## config.mk

```make
export PLATFORM = sky130hd
export DESIGN_NAME = exception_flush_ctrl_flat
export DESIGN_NICKNAME = d
export VERILOG_FILES = /design/src/rtl/exception_flush_ctrl_if.sv /design/src/rtl/exception_flush_ctrl.sv /design/src/flat_wrapper.sv
export SDC_FILE = /design/constraint.sdc
export NUM_CORES = 1
export LEC_CHECK = 0
export BUFFER_PORTS_ARGS = -buffer_cell sky130_fd_sc_hd__buf_4
export CORE_ASPECT_RATIO = 0.5
export CORE_UTILIZATION = 50
export DETAILED_ROUTE_END_ITERATION = 10
export GPL_ROUTABILITY_DRIVEN = 0
export PLACE_DENSITY_LB_ADDON = 0.1
export SYNTH_ARGS = -nofsm -noshare
export SYNTH_HDL_FRONTEND = slang
export SYNTH_SLANG_ARGS = --single-unit
```

## constraint.sdc

```tcl
create_clock -name clk -period 3.3 [get_ports clk]
set_clock_uncertainty 0.1 [all_clocks]
set_input_delay 0.825 -clock clk [delete_from_list [all_inputs] [get_ports clk]]
set_output_delay 0.825 -clock clk [all_outputs]
set_load 0.05 [all_outputs]
```

## src/rtl/exception_flush_ctrl_if.sv

```systemverilog
// Handshake bundle between the MEM-stage exception logic, data bus monitor, CP0 and fetch.
// The master side raises requests; the slave side is the flush sequencer.
interface exception_flush_ctrl_if;
    logic        exc_req;
    logic        eret_req;
    logic [31:0] epc;
    logic        mem_req_fire;
    logic        mem_resp_fire;
    logic        redirect_ready;
    logic        flush;
    logic        cp0_commit;
    logic        cp0_commit_eret;
    logic        redirect_valid;
    logic [31:0] redirect_pc;
    logic        busy;
    logic        err;

    modport master (
        output exc_req, eret_req, epc, mem_req_fire, mem_resp_fire, redirect_ready,
        input  flush, cp0_commit, cp0_commit_eret, redirect_valid, redirect_pc, busy, err
    );

    modport slave (
        input  exc_req, eret_req, epc, mem_req_fire, mem_resp_fire, redirect_ready,
        output flush, cp0_commit, cp0_commit_eret, redirect_valid, redirect_pc, busy, err
    );
endinterface

```

## src/rtl/exception_flush_ctrl.sv

```systemverilog
// Exception-entry / ERET sequencer: flush, drain data bus, commit to CP0, redirect fetch.
// Optional drain timeout enabled by defining EXC_FLUSH_TIMEOUT_EN.
module exception_flush_ctrl #(
    parameter logic [31:0] EXC_VECTOR = 32'hBFC00380,
    parameter int unsigned CNT_W      = 3,
    parameter int unsigned TIMEOUT    = 255
) (
    input logic                  clk,
    input logic                  resetn,
    exception_flush_ctrl_if.slave bus
);

    typedef enum logic [1:0] {StIdle, StDrain, StCommit, StRedirect} state_e;

    localparam logic [CNT_W-1:0] CntMax = {CNT_W{1'b1}};

    if (TIMEOUT == 0) begin : g_timeout_check
        $error("TIMEOUT must be nonzero");
    end

    state_e           state_q;
    logic [CNT_W-1:0] cnt_q, cnt_d;
    logic             cnt_err;
    logic             err_q;
    logic             kind_q;
    logic [31:0]      target_q;
    logic             flush_q;
    logic             busy_q;
    logic             commit_q;
    logic             rvalid_q;

`ifdef EXC_FLUSH_TIMEOUT_EN
    localparam int unsigned    TmrW    = (TIMEOUT > 255) ? $clog2(TIMEOUT + 1) : 8;
    localparam logic [TmrW-1:0] TmrLast = TmrW'(TIMEOUT - 1);
    logic [TmrW-1:0] tmr_q;
`endif

    // Saturating outstanding-transaction counter; over/underflow attempts flag err.
    always_comb begin
        cnt_d   = cnt_q;
        cnt_err = 1'b0;
        if (bus.mem_req_fire && !bus.mem_resp_fire) begin
            if (cnt_q == CntMax) cnt_err = 1'b1;
            else                 cnt_d   = cnt_q + CNT_W'(1);
        end else if (bus.mem_resp_fire && !bus.mem_req_fire) begin
            if (cnt_q == '0) cnt_err = 1'b1;
            else             cnt_d   = cnt_q - CNT_W'(1);
        end
    end

    always_ff @(posedge clk or negedge resetn) begin
        if (!resetn) begin
            state_q  <= StIdle;
            cnt_q    <= '0;
            err_q    <= 1'b0;
            kind_q   <= 1'b0;
            target_q <= '0;
            flush_q  <= 1'b0;
            busy_q   <= 1'b0;
            commit_q <= 1'b0;
            rvalid_q <= 1'b0;
`ifdef EXC_FLUSH_TIMEOUT_EN
            tmr_q    <= '0;
`endif
        end else begin
            cnt_q    <= cnt_d;
            err_q    <= err_q | cnt_err;
            commit_q <= 1'b0;
            unique case (state_q)
                StIdle: begin
`ifdef EXC_FLUSH_TIMEOUT_EN
                    tmr_q <= '0;
`endif
                    if (bus.exc_req || bus.eret_req) begin
                        kind_q   <= !bus.exc_req;
                        target_q <= bus.exc_req ? EXC_VECTOR : bus.epc;
                        state_q  <= StDrain;
                        flush_q  <= 1'b1;
                        busy_q   <= 1'b1;
                    end
                end
                StDrain: begin
`ifdef EXC_FLUSH_TIMEOUT_EN
                    tmr_q <= tmr_q + TmrW'(1);
                    if (cnt_d == '0) begin
                        state_q  <= StCommit;
                        commit_q <= 1'b1;
                    end else if (tmr_q == TmrLast) begin
                        // Give up on the lost responses and proceed.
                        cnt_q    <= '0;
                        err_q    <= 1'b1;
                        state_q  <= StCommit;
                        commit_q <= 1'b1;
                    end
`else
                    if (cnt_d == '0) begin
                        state_q  <= StCommit;
                        commit_q <= 1'b1;
                    end
`endif
                end
                StCommit: begin
                    state_q  <= StRedirect;
                    rvalid_q <= 1'b1;
                end
                StRedirect: begin
                    if (bus.redirect_ready) begin
                        state_q  <= StIdle;
                        rvalid_q <= 1'b0;
                        flush_q  <= 1'b0;
                        busy_q   <= 1'b0;
                    end
                end
                default: state_q <= StIdle;
            endcase
        end
    end

    assign bus.flush           = flush_q;
    assign bus.busy            = busy_q;
    assign bus.cp0_commit      = commit_q;
    assign bus.cp0_commit_eret = kind_q;
    assign bus.redirect_valid  = rvalid_q;
    assign bus.redirect_pc     = target_q;
    assign bus.err             = err_q;

endmodule
```

## src/flat_wrapper.sv

```systemverilog
// flat-port wrapper written by rule: the top's interface ports become plain ports
module exception_flush_ctrl_flat 
#(
    parameter logic [31:0] EXC_VECTOR = 32'hBFC00380,
    parameter int unsigned CNT_W      = 3,
    parameter int unsigned TIMEOUT    = 255
)
  (clk, resetn, bus_exc_req, bus_eret_req, bus_epc, bus_mem_req_fire, bus_mem_resp_fire, bus_redirect_ready, bus_flush, bus_cp0_commit, bus_cp0_commit_eret, bus_redirect_valid, bus_redirect_pc, bus_busy, bus_err);
  exception_flush_ctrl_if bus_i ();
  input logic clk;
  input logic resetn;
  input wire logic [$bits(bus_i.exc_req)-1:0] bus_exc_req;
  input wire logic [$bits(bus_i.eret_req)-1:0] bus_eret_req;
  input wire logic [$bits(bus_i.epc)-1:0] bus_epc;
  input wire logic [$bits(bus_i.mem_req_fire)-1:0] bus_mem_req_fire;
  input wire logic [$bits(bus_i.mem_resp_fire)-1:0] bus_mem_resp_fire;
  input wire logic [$bits(bus_i.redirect_ready)-1:0] bus_redirect_ready;
  output wire logic [$bits(bus_i.flush)-1:0] bus_flush;
  output wire logic [$bits(bus_i.cp0_commit)-1:0] bus_cp0_commit;
  output wire logic [$bits(bus_i.cp0_commit_eret)-1:0] bus_cp0_commit_eret;
  output wire logic [$bits(bus_i.redirect_valid)-1:0] bus_redirect_valid;
  output wire logic [$bits(bus_i.redirect_pc)-1:0] bus_redirect_pc;
  output wire logic [$bits(bus_i.busy)-1:0] bus_busy;
  output wire logic [$bits(bus_i.err)-1:0] bus_err;
  assign bus_i.exc_req = bus_exc_req;
  assign bus_i.eret_req = bus_eret_req;
  assign bus_i.epc = bus_epc;
  assign bus_i.mem_req_fire = bus_mem_req_fire;
  assign bus_i.mem_resp_fire = bus_mem_resp_fire;
  assign bus_i.redirect_ready = bus_redirect_ready;
  assign bus_flush = bus_i.flush;
  assign bus_cp0_commit = bus_i.cp0_commit;
  assign bus_cp0_commit_eret = bus_i.cp0_commit_eret;
  assign bus_redirect_valid = bus_i.redirect_valid;
  assign bus_redirect_pc = bus_i.redirect_pc;
  assign bus_busy = bus_i.busy;
  assign bus_err = bus_i.err;
  exception_flush_ctrl #(.EXC_VECTOR(EXC_VECTOR), .CNT_W(CNT_W), .TIMEOUT(TIMEOUT)) u_core (.clk(clk), .resetn(resetn), .bus(bus_i));
endmodule
```

==> flow_summary.toml <==
[power]
p_sw_uw = 1560
intPower_uw = 1510
clkPwrFrac = 0.111
power.density_nw_per_um2 = 1170
swShare = 0.507
power_leakage_uw = 0.00133
p_comb_frac = 0.590
vdd_drop_max_mv = 0.598
power.share.sequential = 0.299

[floorplan]
num_rows = 15
dieWidth_um = 89.7
die_area_um2 = 4110
coreArea_um2 = 3550
die_h_um = 45.8
initial_core_util = 0.541
pin_count = 77

[synth]
seq_area_frac_synth = 0.547
syn_nets = 244
synth_compound_area_frac = 0.149
ys_types = 26
ys_seq_elements = 42
synth-simple-area-share = 0.197
ys_warn_count = 0
synth_cells = 198
synth-adder-area-share = 0.0456
avgSynthCellArea_um2 = 9.70
synthXorXnorAreaFrac = 0.00456
synth_top_family_by_area = "simple AND/OR/NAND/NOR gates"
syn_area_um2 = 1920
synthMuxAreaShare = 0.0182

[critical_path]
endpoint_kind = "register"
required_ps = 3370
arrival_ps = 2280
start_kind = "register"
cp_max_fo = 4
path_class = "reg2reg"

[route]
wl_um = 3760
drt-initial-drc-count = 64
vias_per_cell = 4.72
vias = 1519
dr.pass1.iters = 4
remaining_drc_errors = 0
avgRoutedWirePerCell_um = 11.7
ant_nets = 0

[layout]
drive_above_1_share = 0.328
syn2layout_area_growth_pct = 37.1
fillers = 266
nets = 316
final_cell_mix = "buf_4, dfrtp_1, nand2_1, o21ai_0, nand2b_1"
layout_commonest_cell = "buf_4"
antenna_cells = 0
fin_util = 0.742

[cts]
clock_sinks = 42
numCtsBuffers = 5
clock_path_buffers = 2
clk_transition_reported_paths_ps = 80
cts_setup_buffers = 0
h-tree-depth = 2
cts_hold_buf = 0
cts_resized = 0
clk_latency_ps = 280
cts_tree = "built"
cts_root_buffer = "clkbuf_8"

[outcome]
outcome = "complete, no violations"

[min_path]
hp-class = "reg2reg"

[global_routing]
track_usage = 0.195
grt-ovfl-total = 0
grt_max_degree = 43
antenna_found_initial = 0
first_global_vias = 1294
grt_pass1_wl_um = 5820

[flow_run]
max_cap_viol_count = 0

[timing]
finalHoldViolCount = 0
period_share = 0.667
max_freq_mhz = 455
drv_slew = 0
fin_crit_ps = 2200
max_slew_margin = 0.576
tightest_slew_ps = 633
fin_setup_tns_ps = 0
grt_setup_unrepaired = "no"
setup_viol = 0

[place]
dpl.hpwl_um = 2760
port_buffers = 76
[kinds of logic (layout without fill, tap and decap cells)]
family	after synthesis	after routing
AO/OA/AOI/OAI	46	46
XOR/XNOR	1	1
adder cells (fa/ha/maj)	7	7
buffers and inverters	19	92
flip-flops	42	42
multiplexers	3	3
AND/OR/NAND/NOR	80	80
[area by class of cell]
type	count	area, um2	share of cell area
flip-flops and latches	42	1050	0.399
clock inverters	2	12.5	0.00475
repair buffers	77	591	0.224
well taps	51	63.8	0.0242
clock buffers	6	82.6	0.0314
multi-input cells	137	806	0.306
inverters	7	26.3	0.00998
[final timing paths]
check,start,end,slack (ps),depth (start not counted)
min,u_core.bus.err$_DFF_PN0_,u_core.bus.err$_DFF_PN0_,380,2
min in group asynchronous,resetn,u_core.bus.err$_DFF_PN0_,410,1
max in group asynchronous,resetn,u_core.bus.redirect_pc[31]$_DFFE_PN0P_,2330,1
min reg2reg,u_core.bus.err$_DFF_PN0_,u_core.bus.err$_DFF_PN0_,380,2
max reg2reg,u_core.cnt_q[1]$_DFF_PN0_,u_core.state_q[1]$_DFFE_PN0P_,1100,7
max,u_core.cnt_q[1]$_DFF_PN0_,u_core.state_q[1]$_DFFE_PN0P_,1100,7
[critical path, cell delays in order, from the launching register on]
cell,delay (ps)
dfrtp_1,420
inv_1,100
ha_1,300
nor2_1,40
a22oi_1,140
o221ai_1,250
o41ai_4,400
mux2_4,330
[stage by stage]
stage | hold WS, ps | setup WS, ps | instance area [um2] | total power, uW | std cells
final | 383 | 1100 | 2630 | 3070 | 322
after CTS | 389 | 1100 | 2630 | 3100 | 322
after floorplan | 429 | 1010 | 1920 | 2210 | 198
after global routing | 408 | 968 | 2630 | 3270 | 322
after detailed placement | 371 | 822 | 2540 | 2760 | 314
after global placement | 363 | 868 | 2540 | 2720 | 314
[power by group through the flow]
stage | logic, uW | clock network, uW | registers [uW]
2_1_floorplan | 533 | 0 | 1680
3_5_place_dp | 1830 | 0 | 929
5_1_grt | 1940 | 373 | 950
3_3_place_gp | 1800 | 0 | 918
4_1_cts | 1830 | 351 | 922
6_report | 1810 | 341 | 919
[state kept, by name, summed over array words and instances, names as in the netlist]
signal and flops:
u_core.cnt_q 3, u_core.bus.cp0_commit_eret 1, u_core.bus.err 1, u_core.state_q 2
u_core.bus.flush 1, u_core.bus.redirect_valid 1, u_core.bus.cp0_commit 1, u_core.bus.redirect_pc 32
[metal layers]
metal | up-vias | global-route usage | routed length (um)
li1 | 793 | - | -
met1 | 692 | 0.227 | 1650
met2 | 32 | 0.344 | 1860
met3 | 2 | 0.0743 | 231
met4 | 0 | 0.0571 | 20
met5 | - | 0 | 0
[Yosys cell counts]
cell / n / area share
dfrtp_1: 42 / 0.55
nand2_1: 35 / 0.068
o21ai_0: 34 / 0.089
nand2b_1: 24 / 0.078
nor2_1: 16 / 0.031
clkbuf_1: 11 / 0.021
ha_1: 7 / 0.046
inv_1: 7 / 0.014
a21o_1: 2 / 0.0078
mux2i_1: 2 / 0.010
nor4b_1: 2 / 0.0091
o221ai_1: 2 / 0.0091
a211o_1: 1 / 0.0046
a21oi_1: 1 / 0.0026
a221o_1: 1 / 0.0052
a22o_1: 1 / 0.0046
a22oi_1: 1 / 0.0039
and2_1: 1 / 0.0033
buf_4: 1 / 0.0039
mux2_4: 1 / 0.0078
nor2b_1: 1 / 0.0033
o22ai_1: 1 / 0.0033
o2bb2ai_1: 1 / 0.0046
o41ai_4: 1 / 0.014
or2_2: 1 / 0.0033
xnor2_1: 1 / 0.0046
Power figures use the tool's default switching activity.
